File: src/rtl/ghost_nav_scheduler.sv
// Time-multiplexed ghost direction scheduler: after each tick, ghosts are evaluated one per clk.
// Define GHOST_FRIGHT_MODE_EN to add the power-pellet FRIGHT mode with LFSR-driven moves.
module ghost_nav_scheduler #(
  parameter int NUM_GHOSTS    = 4,
  parameter int X_W           = 11,
  parameter int Y_W           = 10,
  parameter int X_MAX         = 639,
  parameter int Y_MAX         = 479,
  parameter int SCATTER_TICKS = 7,
  parameter int CHASE_TICKS   = 20,
  parameter int FRIGHT_TICKS  = 6
) (
  input  logic                      clk,
  input  logic                      rst,
  input  logic                      tick,
  input  logic [NUM_GHOSTS*X_W-1:0] ghost_pos_x,
  input  logic [NUM_GHOSTS*Y_W-1:0] ghost_pos_y,
  input  logic [X_W-1:0]            pacman_pos_x,
  input  logic [Y_W-1:0]            pacman_pos_y,
  input  logic [NUM_GHOSTS*4-1:0]   valid_moves,
  input  logic                      power_pellet,
  output logic [NUM_GHOSTS*4-1:0]   move_dir,
  output logic                      dir_valid,
  output logic [1:0]                mode,
  output logic                      overrun
);

  localparam int IW       = (NUM_GHOSTS > 1) ? $clog2(NUM_GHOSTS) : 1;
  localparam int D_W      = (X_W > Y_W) ? X_W : Y_W;
  localparam int T_MAX_SC = (SCATTER_TICKS > CHASE_TICKS) ? SCATTER_TICKS : CHASE_TICKS;
  localparam int T_MAX    = (T_MAX_SC > FRIGHT_TICKS) ? T_MAX_SC : FRIGHT_TICKS;
  localparam int TW       = $clog2(T_MAX + 1);

  localparam logic [3:0] DIR_R  = 4'b0001;
  localparam logic [3:0] DIR_U  = 4'b0010;
  localparam logic [3:0] DIR_D  = 4'b0100;
  localparam logic [3:0] DIR_L  = 4'b1000;
  localparam logic [3:0] H_MASK = DIR_R | DIR_L;
  localparam logic [3:0] V_MASK = DIR_U | DIR_D;
  localparam logic [IW-1:0] LAST = IW'(NUM_GHOSTS - 1);

  typedef enum logic [1:0] {
    MODE_SCATTER = 2'b00,
    MODE_CHASE   = 2'b01,
    MODE_FRIGHT  = 2'b10
  } mode_t;

  typedef enum logic [1:0] {S_IDLE, S_EVAL, S_DONE} state_t;

  // Opposite direction: R<->L and U<->D is exactly a bit reversal of the encoding.
  function automatic logic [3:0] rev_dir(input logic [3:0] d);
    return {d[0], d[1], d[2], d[3]};
  endfunction

  function automatic logic [3:0] first_prio(input logic [3:0] m);
    if (m[0])      return DIR_R;
    else if (m[3]) return DIR_L;
    else if (m[1]) return DIR_U;
    else if (m[2]) return DIR_D;
    return 4'b0000;
  endfunction

  state_t         state, state_next;
  mode_t          mode_q, sweep_mode, mode_after;
  logic [IW-1:0]  idx;
  logic [TW-1:0]  timer, mode_limit;
  logic           sweep_start;

  logic [X_W-1:0] gx, tx;
  logic [Y_W-1:0] gy, ty;
  logic [D_W-1:0] dx, dy;
  logic [1:0]     corner;
  logic [3:0]     valid, prev, rev_prev, legal, toward, cand;
  logic [3:0]     normal_pick, dead_pick, pick;

  assign sweep_start = (state == S_IDLE) && tick;
  assign mode        = mode_q;

  always_ff @(posedge clk) begin
    if (rst) state <= S_IDLE;
    else     state <= state_next;
  end

  // NOTE: every always_comb output gets a default first so no path leaves it unassigned (no latch).
  always_comb begin
    state_next = state;
    case (state)
      S_IDLE:  if (tick) state_next = S_EVAL;
      S_EVAL:  if (idx == LAST) state_next = S_DONE;
      S_DONE:  state_next = S_IDLE;
      default: state_next = S_IDLE;
    endcase
  end

  // Move selection for the ghost currently addressed by idx.
  always_comb begin
    gx       = ghost_pos_x[idx*X_W +: X_W];
    gy       = ghost_pos_y[idx*Y_W +: Y_W];
    valid    = valid_moves[idx*4 +: 4];
    prev     = move_dir[idx*4 +: 4];
    corner   = 2'(idx);
    tx       = corner[0] ? X_W'(X_MAX) : '0;
    ty       = corner[1] ? Y_W'(Y_MAX) : '0;
    if (sweep_mode == MODE_CHASE) begin
      tx = pacman_pos_x;
      ty = pacman_pos_y;
    end
    dx       = (tx > gx) ? D_W'(tx - gx) : D_W'(gx - tx);
    dy       = (ty > gy) ? D_W'(ty - gy) : D_W'(gy - ty);
    toward   = {tx < gx, ty > gy, ty < gy, tx > gx};
    rev_prev = rev_dir(prev);
    legal    = valid & ~rev_prev;
    cand     = legal & toward;
    if (((cand & H_MASK) != 4'b0000) && ((cand & V_MASK) != 4'b0000))
      normal_pick = (dx >= dy) ? (cand & H_MASK) : (cand & V_MASK);
    else if (cand != 4'b0000)
      normal_pick = cand;
    else
      normal_pick = first_prio(legal);
    dead_pick = ((valid & rev_prev) != 4'b0000) ? rev_prev : first_prio(valid);
  end

`ifdef GHOST_FRIGHT_MODE_EN
  logic [7:0] lfsr;
  logic       rev_pending, sweep_rev;
  logic [3:0] fright_pick;

  function automatic logic [3:0] scan_dir(input logic [1:0] s);
    case (s)
      2'd0:    return DIR_R;
      2'd1:    return DIR_L;
      2'd2:    return DIR_U;
      default: return DIR_D;
    endcase
  endfunction

  // Walk the scan backwards so the earliest legal entry from the LFSR start wins.
  always_comb begin
    fright_pick = 4'b0000;
    for (int k = 3; k >= 0; k--) begin
      if ((legal & scan_dir(lfsr[1:0] + 2'(k))) != 4'b0000)
        fright_pick = scan_dir(lfsr[1:0] + 2'(k));
    end
  end

  always_comb begin
    if (sweep_rev && ((valid & rev_prev) != 4'b0000)) pick = rev_prev;
    else if (legal == 4'b0000)                        pick = dead_pick;
    else if (sweep_mode == MODE_FRIGHT)               pick = fright_pick;
    else                                              pick = normal_pick;
  end

  always_ff @(posedge clk) begin
    if (rst) begin
      lfsr        <= 8'hA5;
      rev_pending <= 1'b0;
      sweep_rev   <= 1'b0;
    end else begin
      lfsr <= {lfsr[6:0], lfsr[7] ^ lfsr[5] ^ lfsr[4] ^ lfsr[3]};
      if (sweep_start) sweep_rev <= rev_pending;
      if (power_pellet)     rev_pending <= 1'b1;
      else if (sweep_start) rev_pending <= 1'b0;
    end
  end
`else
  logic unused_pellet;
  assign unused_pellet = power_pellet;

  always_comb begin
    pick = (legal == 4'b0000) ? dead_pick : normal_pick;
  end
`endif

  // NOTE: state registers use non-blocking assignments so every flop samples pre-edge values.
  always_ff @(posedge clk) begin
    if (rst) begin
      idx        <= '0;
      move_dir   <= '0;
      dir_valid  <= 1'b0;
      overrun    <= 1'b0;
      sweep_mode <= MODE_SCATTER;
    end else begin
      dir_valid <= (state == S_DONE);
      if (tick && (state != S_IDLE)) overrun <= 1'b1;
      if (sweep_start) begin
        idx        <= '0;
        sweep_mode <= mode_q;
      end else if (state == S_EVAL) begin
        move_dir[idx*4 +: 4] <= pick;
        idx                  <= idx + 1'b1;
      end
    end
  end

  always_comb begin
    mode_limit = TW'(SCATTER_TICKS - 1);
    mode_after = MODE_CHASE;
    case (mode_q)
      MODE_CHASE: begin
        mode_limit = TW'(CHASE_TICKS - 1);
        mode_after = MODE_SCATTER;
      end
      MODE_FRIGHT: begin
        mode_limit = TW'(FRIGHT_TICKS - 1);
        mode_after = MODE_CHASE;
      end
      default: ;
    endcase
  end

  // Mode timer counts every tick, including those that arrive mid-sweep.
  always_ff @(posedge clk) begin
    if (rst) begin
      mode_q <= MODE_SCATTER;
      timer  <= '0;
    end
`ifdef GHOST_FRIGHT_MODE_EN
    else if (power_pellet) begin
      mode_q <= MODE_FRIGHT;
      timer  <= '0;
    end
`endif
    else if (tick) begin
      if (timer == mode_limit) begin
        mode_q <= mode_after;
        timer  <= '0;
      end else begin
        timer <= timer + 1'b1;
      end
    end
  end

endmodule

File: config.mk
export PLATFORM = sky130hd
export DESIGN_NAME = ghost_nav_scheduler
export DESIGN_NICKNAME = d
export VERILOG_FILES = /design/src/rtl/ghost_nav_scheduler.sv
export SDC_FILE = /design/constraint.sdc
export NUM_CORES = 1
export LEC_CHECK = 0
export ABC_AREA = 0
export BUFFER_PORTS_ARGS = -buffer_cell sky130_fd_sc_hd__buf_4
export CAP_MARGIN = 0
export CORE_UTILIZATION = 40
export DETAILED_ROUTE_END_ITERATION = 8
export PLACE_DENSITY = 0.66
export SLEW_MARGIN = 20
export SYNTH_ARGS = -nofsm -noshare
export SYNTH_HDL_FRONTEND = slang
export SYNTH_SLANG_ARGS = --single-unit
File: constraint.sdc
create_clock -name clk -period 8.38 [get_ports clk]
set_input_delay 1.257 -clock clk [delete_from_list [all_inputs] [get_ports clk]]
set_output_delay 1.257 -clock clk [all_outputs]
set_load 0.05 [all_outputs]
==> results of run 1 <==
-- sequential cells by signal (all words and copies together) (netlist names) --
signal      count
mode            1
state           2
move_dir       16
corner          2
sweep_mode      1
dir_valid       1
overrun         1
timer           5
-- worst paths after layout --
kind,slack [ns],cells past startpoint,end,start
hold reg to reg,0.46,2,overrun,overrun
hold / removal,0.46,2,overrun,overrun
setup reg to reg,2.77,18,move_dir[0],corner[0]
setup / recovery,2.68,19,move_dir[0],ghost_pos_x[42]
-- metrics by stage --
step | hold WS [ns] | cell area, sq um
6_report | 0.457 | 5650
5_1_grt | 0.488 | 5650
4_1_cts | 0.464 | 5650
3_5_place_dp | 0.445 | 5540
3_3_place_gp | 0.435 | 5540
2_1_floorplan | 0.473 | 4410
-- cell type report --
cell class                      instances  area (sq um)  area share
Multi-Input combinational cell        427          3470       0.615
Timing Repair Buffer                  145          1090       0.193
Sequential cell                        29           583       0.103
Inverter                               59           221      0.0392
Tap cell                              136           170      0.0301
Clock buffer                            7          86.3      0.0153
Clock inverter                          1          30.0     0.00531
-- critical path: stages --
cell and delay, ns:
buf_4 0.10, mux4_2 0.51, inv_1 0.08, ha_1 0.27
nand4_1 0.16, or2_2 0.32, o211a_1 0.29, nor2_2 0.56
mux2_2 0.40, a21oi_1 0.15, xnor2_1 0.11, ha_1 0.31
nand4_1 0.09, a21oi_1 0.14, o21ai_0 0.09, a21oi_1 0.39
a22oi_1 0.18, o22a_1 0.29, o21ai_0 0.18
-- placed cells by master (no fill, tap or decap), types with 3 or more instances in the layout --
cell type / instances
buf_4: 145
nand2_1: 67
inv_1: 59
ha_1: 58
a21oi_1: 49
o21ai_0: 35
mux4_2: 29
dfxtp_1: 27
nor2_1: 23
xnor2_1: 13
mux2i_1: 11
nand4_1: 10
nand3_1: 10
a21o_1: 10
and2_1: 9
xor2_1: 9
nand2b_1: 8
nor2b_1: 8
a31oi_1: 7
a211oi_1: 6
mux2_2: 6
clkbuf_8: 6
nor3_1: 5
fa_1: 4
and4_1: 3
or2_2: 3
o21bai_1: 3
-- report_power, final --
| group | switching, mW | internal, mW |
|---|---|---|
| registers | 0.00865 | 0.141 |
| clock network | 0.0517 | 0.0968 |
| logic | 0.175 | 0.166 |
| total | 0.235 | 0.404 |
-- per-layer routing --
metal | vias up | global-route usage | part of all wire
li1 | 2187 | - | -
met1 | 2064 | 0.259 | 0.45
met2 | 121 | 0.372 | 0.49
met3 | 17 | 0.0201 | 0.045
met4 | 0 | 0.0450 | 0.013
met5 | - | 0 | 0
-- cells by family after synthesis --
kind of cell               after synthesis  synth area share
and+or+nand+nor                        158             0.174
AOI/OAI and AO/OA                      137             0.194
buffers and inverters                   85            0.0817
adders and majority gates               62             0.183
muxes                                   47             0.192
DFF                                     29             0.132
xor gates and xnor gates                22            0.0437
other                                    1          0.000850
==> flow_summary.ini, run 1 <==
[sta]
min_period_ns = 5.70
max_freq_mhz = 176
slew_viol_final = 0
slew_headroom = 0.429
setup_slack_ns = 2.68
setup_viol = 0
max_slew.worst_pin.slew_ns = 0.856
fin_tns_setup_ns = 0
clock_skew_ns = 0.00476
rsz0062_at_grt = false
period_share = 0.680
hold_viol = 0

[placement]
dp_slack_ns = 2.13
hpwl_microns = 9510
dp.cells = 796
port_buffers = 142
place.gp.congestion = 0.869

[logic_synthesis]
yosys-top-cells-count = nand2_1, inv_1, ha_1, a21oi_1, o21ai_0
yosysUniqueCellTypes = 65
postSynthAreaPerCell_sq_um = 8.16
synth_edf_count = 0
yosys_warnings = 0
synth-async-reset-ratio = 0
syn-num-nets = 728
yosysMostFrequentCell = nand2_1
synth_area_leader_cell = ha_1
syn_inst = 541
yosysSeqAreaShare = 0.132
synth_seq_cells = 29
synth_area_sq_mm = 0.00441
synth_top_area_frac = 0.164
ys_top_cells_by_area = ha_1, mux4_2, dfxtp_1
synth_ff_type = dfxtp_1

[clock_tree]
htreeDepth = 2
cts_root_buffer = clkbuf_8
cts_tree = done
clkSinkCount = 29
cts.repair.resized = 0
clkSlewWorstSetupHoldPaths_ns = 0.06
ctsHoldBuffers = 0
cts_setup_buffers = 0
cts_buffer_depth = 2
cts_buffers = 5
clk_latency_ns = 0.28

[floorplanning]
die_w_microns = 107
die-area_sq_mm = 0.0115
fp.dieH_microns = 107
initial_core_util = 0.420
rows = 37
coreArea_sq_mm = 0.0105
io_pins = 145

[power_and_ir_drop]
p_leak_nw = 2.59
p_total_uw = 639
ir_worst_vdd_v = 0.000110
pwr_density_cell_mw_per_mm2 = 113

[grt]
grt_max_degree = 29
antenna_found_initial = 0
grtUsageTotal = 0.204
grt_pass1_vias = 4257
grt_overflow = 0
grt_pass1_wl_microns = 19300

[detailed_routing]
first_pass_iters = 4
wl_microns = 11700
wire_per_inst_microns = 14.6
post-route-drc-count = 0
vias = 4389
drtIter0Drc = 148
via_per_inst = 5.46
antenna_left = 0

[worst_setup_path]
crit_required_ns = 8.58
cp.arrival_ns = 5.89
path_max_fanout = 13
critPathLaunchType = input pin
crit_path_end_kind = flop
crit_type = input pin to flop

[cells_and_area]
fin_nets = 854
layout-drive-gt1-share = 0.304
final_util = 0.538
diodes = 0
area_growth_pct = 28.1
instances_no_fill = 804
fillCellCount = 1043

[status]
outcome = finished clean

[job]
cap_violations = 0

[hold_path]
holdCritPathClass = flop to flop
Note: power is estimated with default switching activity, not from simulation.
==> run 2, diff against run 1 <==
--- a/config.mk
+++ b/config.mk
@@ -10,7 +10,7 @@
 export CAP_MARGIN = 0
 export CORE_UTILIZATION = 40
 export DETAILED_ROUTE_END_ITERATION = 8
-export PLACE_DENSITY = 0.66
+export PLACE_DENSITY = 0.68
 export SLEW_MARGIN = 20
 export SYNTH_ARGS = -nofsm -noshare
 export SYNTH_HDL_FRONTEND = slang
==> constraint.sdc (replaced) <==
create_clock -name clk -period 5 [get_ports clk]
set_input_delay 0.75 -clock clk [delete_from_list [all_inputs] [get_ports clk]]
set_output_delay 0.75 -clock clk [all_outputs]
set_load 0.05 [all_outputs]
==> run 2 against run 1 <==
Compared with the run above: sequential cell count unchanged; highest routed layer unchanged; cell area increased by 8.5%; worst setup slack got worse by 2.4 ns; sequential power increased by 62%; first-iteration DRC count increased by 11%; via count increased by 4.1%.
==> flow_summary.ini, run 2 (synthesis results as in run 1) <==
[status]
outcome = finished clean

[floorplanning]
io_pins = 145
coreArea_sq_mm = 0.0105
rows = 37
die_w_microns = 107
fp.dieH_microns = 107
die-area_sq_mm = 0.0115
initial_core_util = 0.420

[cells_and_area]
mostFrequentLayoutCell = buf_4
fin_nets = 908
instances_no_fill = 858
area_growth_pct = 39.0
top_regs = move_dir x16, timer x5
final_cell_mix = buf_4, nand2_1, inv_1
diodes = 0
top_register = move_dir
design_area_sq_mm = 0.00614
largest_reg_flops = 16
layout-drive-gt1-share = 0.368

[worst_setup_path]
path_max_fanout = 15
crit_start = corner[0]
cp.arrival_ns = 4.92
slowest_delay_ns = 0.54
crit_required_ns = 5.21
worstReg2RegStart = corner[0]
timing.critical_path.cells = buf_12 > mux4_2 > inv_1 > ha_2 > nand4_1 > or2_2 > o211a_1 > or4_1 > a32oi_2 > buf_4 > xnor2_1 > ha_1 > nand4_1 > a21oi_1 > o21ai_0 > a21oi_2 > a31oi_1 > a2bb2oi_1 > buf_4 > o21ai_0
critPathLaunchType = flop
crit_type = flop to flop
critical_path.top_delay_family = compound AO/OA/AOI/OAI gates
critical_path_buf_inv_count = 4
crit_path_end_kind = flop
critPathSlowestCell = mux4_2

[detailed_routing]
post-route-drc-count = 0
drtIter0Drc = 165
antenna_left = 0
vias = 4570
via_per_inst = 5.33
wl_microns = 12500
wire_per_inst_microns = 14.5
first_pass_iters = 4

[grt]
grt_pass1_wl_microns = 20300
grt_overflow = 0
grtUsageTotal = 0.220
grt_pass1_vias = 4454
grt_max_degree = 17
antenna_found_initial = 0

[sta]
max_freq_mhz = 212
max_slew.worst_pin.slew_ns = 0.707
min_period_ns = 4.71
period_share = 0.942
hold_viol = 0
clock_skew_ns = 0.00631
slew_viol_final = 0
slew_headroom = 0.528
setup_viol = 0

[placement]
hpwl_microns = 10400
dp.cells = 847
post_dp_cell_area_sq_mm = 0.00596
place.gp.congestion = 0.865
port_buffers = 142

[clock_tree]
cts_buffers = 5
clkSlewWorstSetupHoldPaths_ns = 0.07
cts_buffer_depth = 2
htreeDepth = 2
cts_tree = done
clkSinkCount = 29
clk_latency_ns = 0.28
cts_root_buffer = clkbuf_8
ctsHoldBuffers = 0

[hold_path]
hold_start = overrun
holdCritPathClass = flop to flop

[power_and_ir_drop]
pwr_density_cell_mw_per_mm2 = 182
ir_worst_vdd_v = 0.000208
p_leak_nw = 2.87

[job]
cap_violations = 0
-- run 2: worst min-delay path, cell delays in order, from the launching register on --
cell	delay [ns]
dfxtp_1	0.31
inv_1	0.05
a21oi_1	0.05
-- run 2: area by class of cell --
cell class / instances / area (sq um)
Fill cell: 981 / 4370
Clock inverter: 1 / 5.00
Tap cell: 136 / 170
Multi-Input combinational cell: 427 / 3530
Timing Repair Buffer: 199 / 1530
Sequential cell: 29 / 583
Inverter: 59 / 221
Clock buffer: 7 / 96.3
-- run 2: per-layer routing --
layer  global-route usage  wire (microns)  part of all wire  up-vias
met5                    0               0                 0        -
met4               0.0597             182             0.015        0
met3               0.0237             693             0.056       12
met2                0.402            6220              0.50      146
met1                0.272            5360              0.43     2114
li1                     -               -                 -     2298
-- run 2: final timing paths --
check | cells after the start | slack (ns) | end
hold reg to reg | 2 | 0.45 | overrun
hold / removal | 2 | 0.45 | overrun
setup / recovery | 20 | 0.29 | move_dir[7]
setup reg to reg | 20 | 0.29 | move_dir[7]
-- run 2: power breakdown --
group          total [mW]  switching, mW  internal (mW)
sequential          0.243        0.00663          0.237
clock               0.215         0.0911          0.124
combinational       0.661          0.326          0.335
total                1.12          0.424          0.696
-- run 2: through the flow --
stage	hold WS, ns	utilization	setup WS (ns)	setup TNS (ns)	power, mW
2_1_floorplan	0.473	-	0.0136	0	0.660
3_3_place_gp	0.437	0.567	-0.0803	-0.406	0.872
3_5_place_dp	0.445	0.567	-0.127	-0.761	0.885
4_1_cts	0.456	0.576	0.0733	0	1.10
5_1_grt	0.482	0.584	-0.0115	-0.0196	1.21
6_report	0.450	0.584	0.288	0	1.12
-- run 2: timing repair --
item	4_1_cts	5_1_grt
endpoints found under the setup margin	0	16
setup buffers	0	3
gates resized for setup	0	13
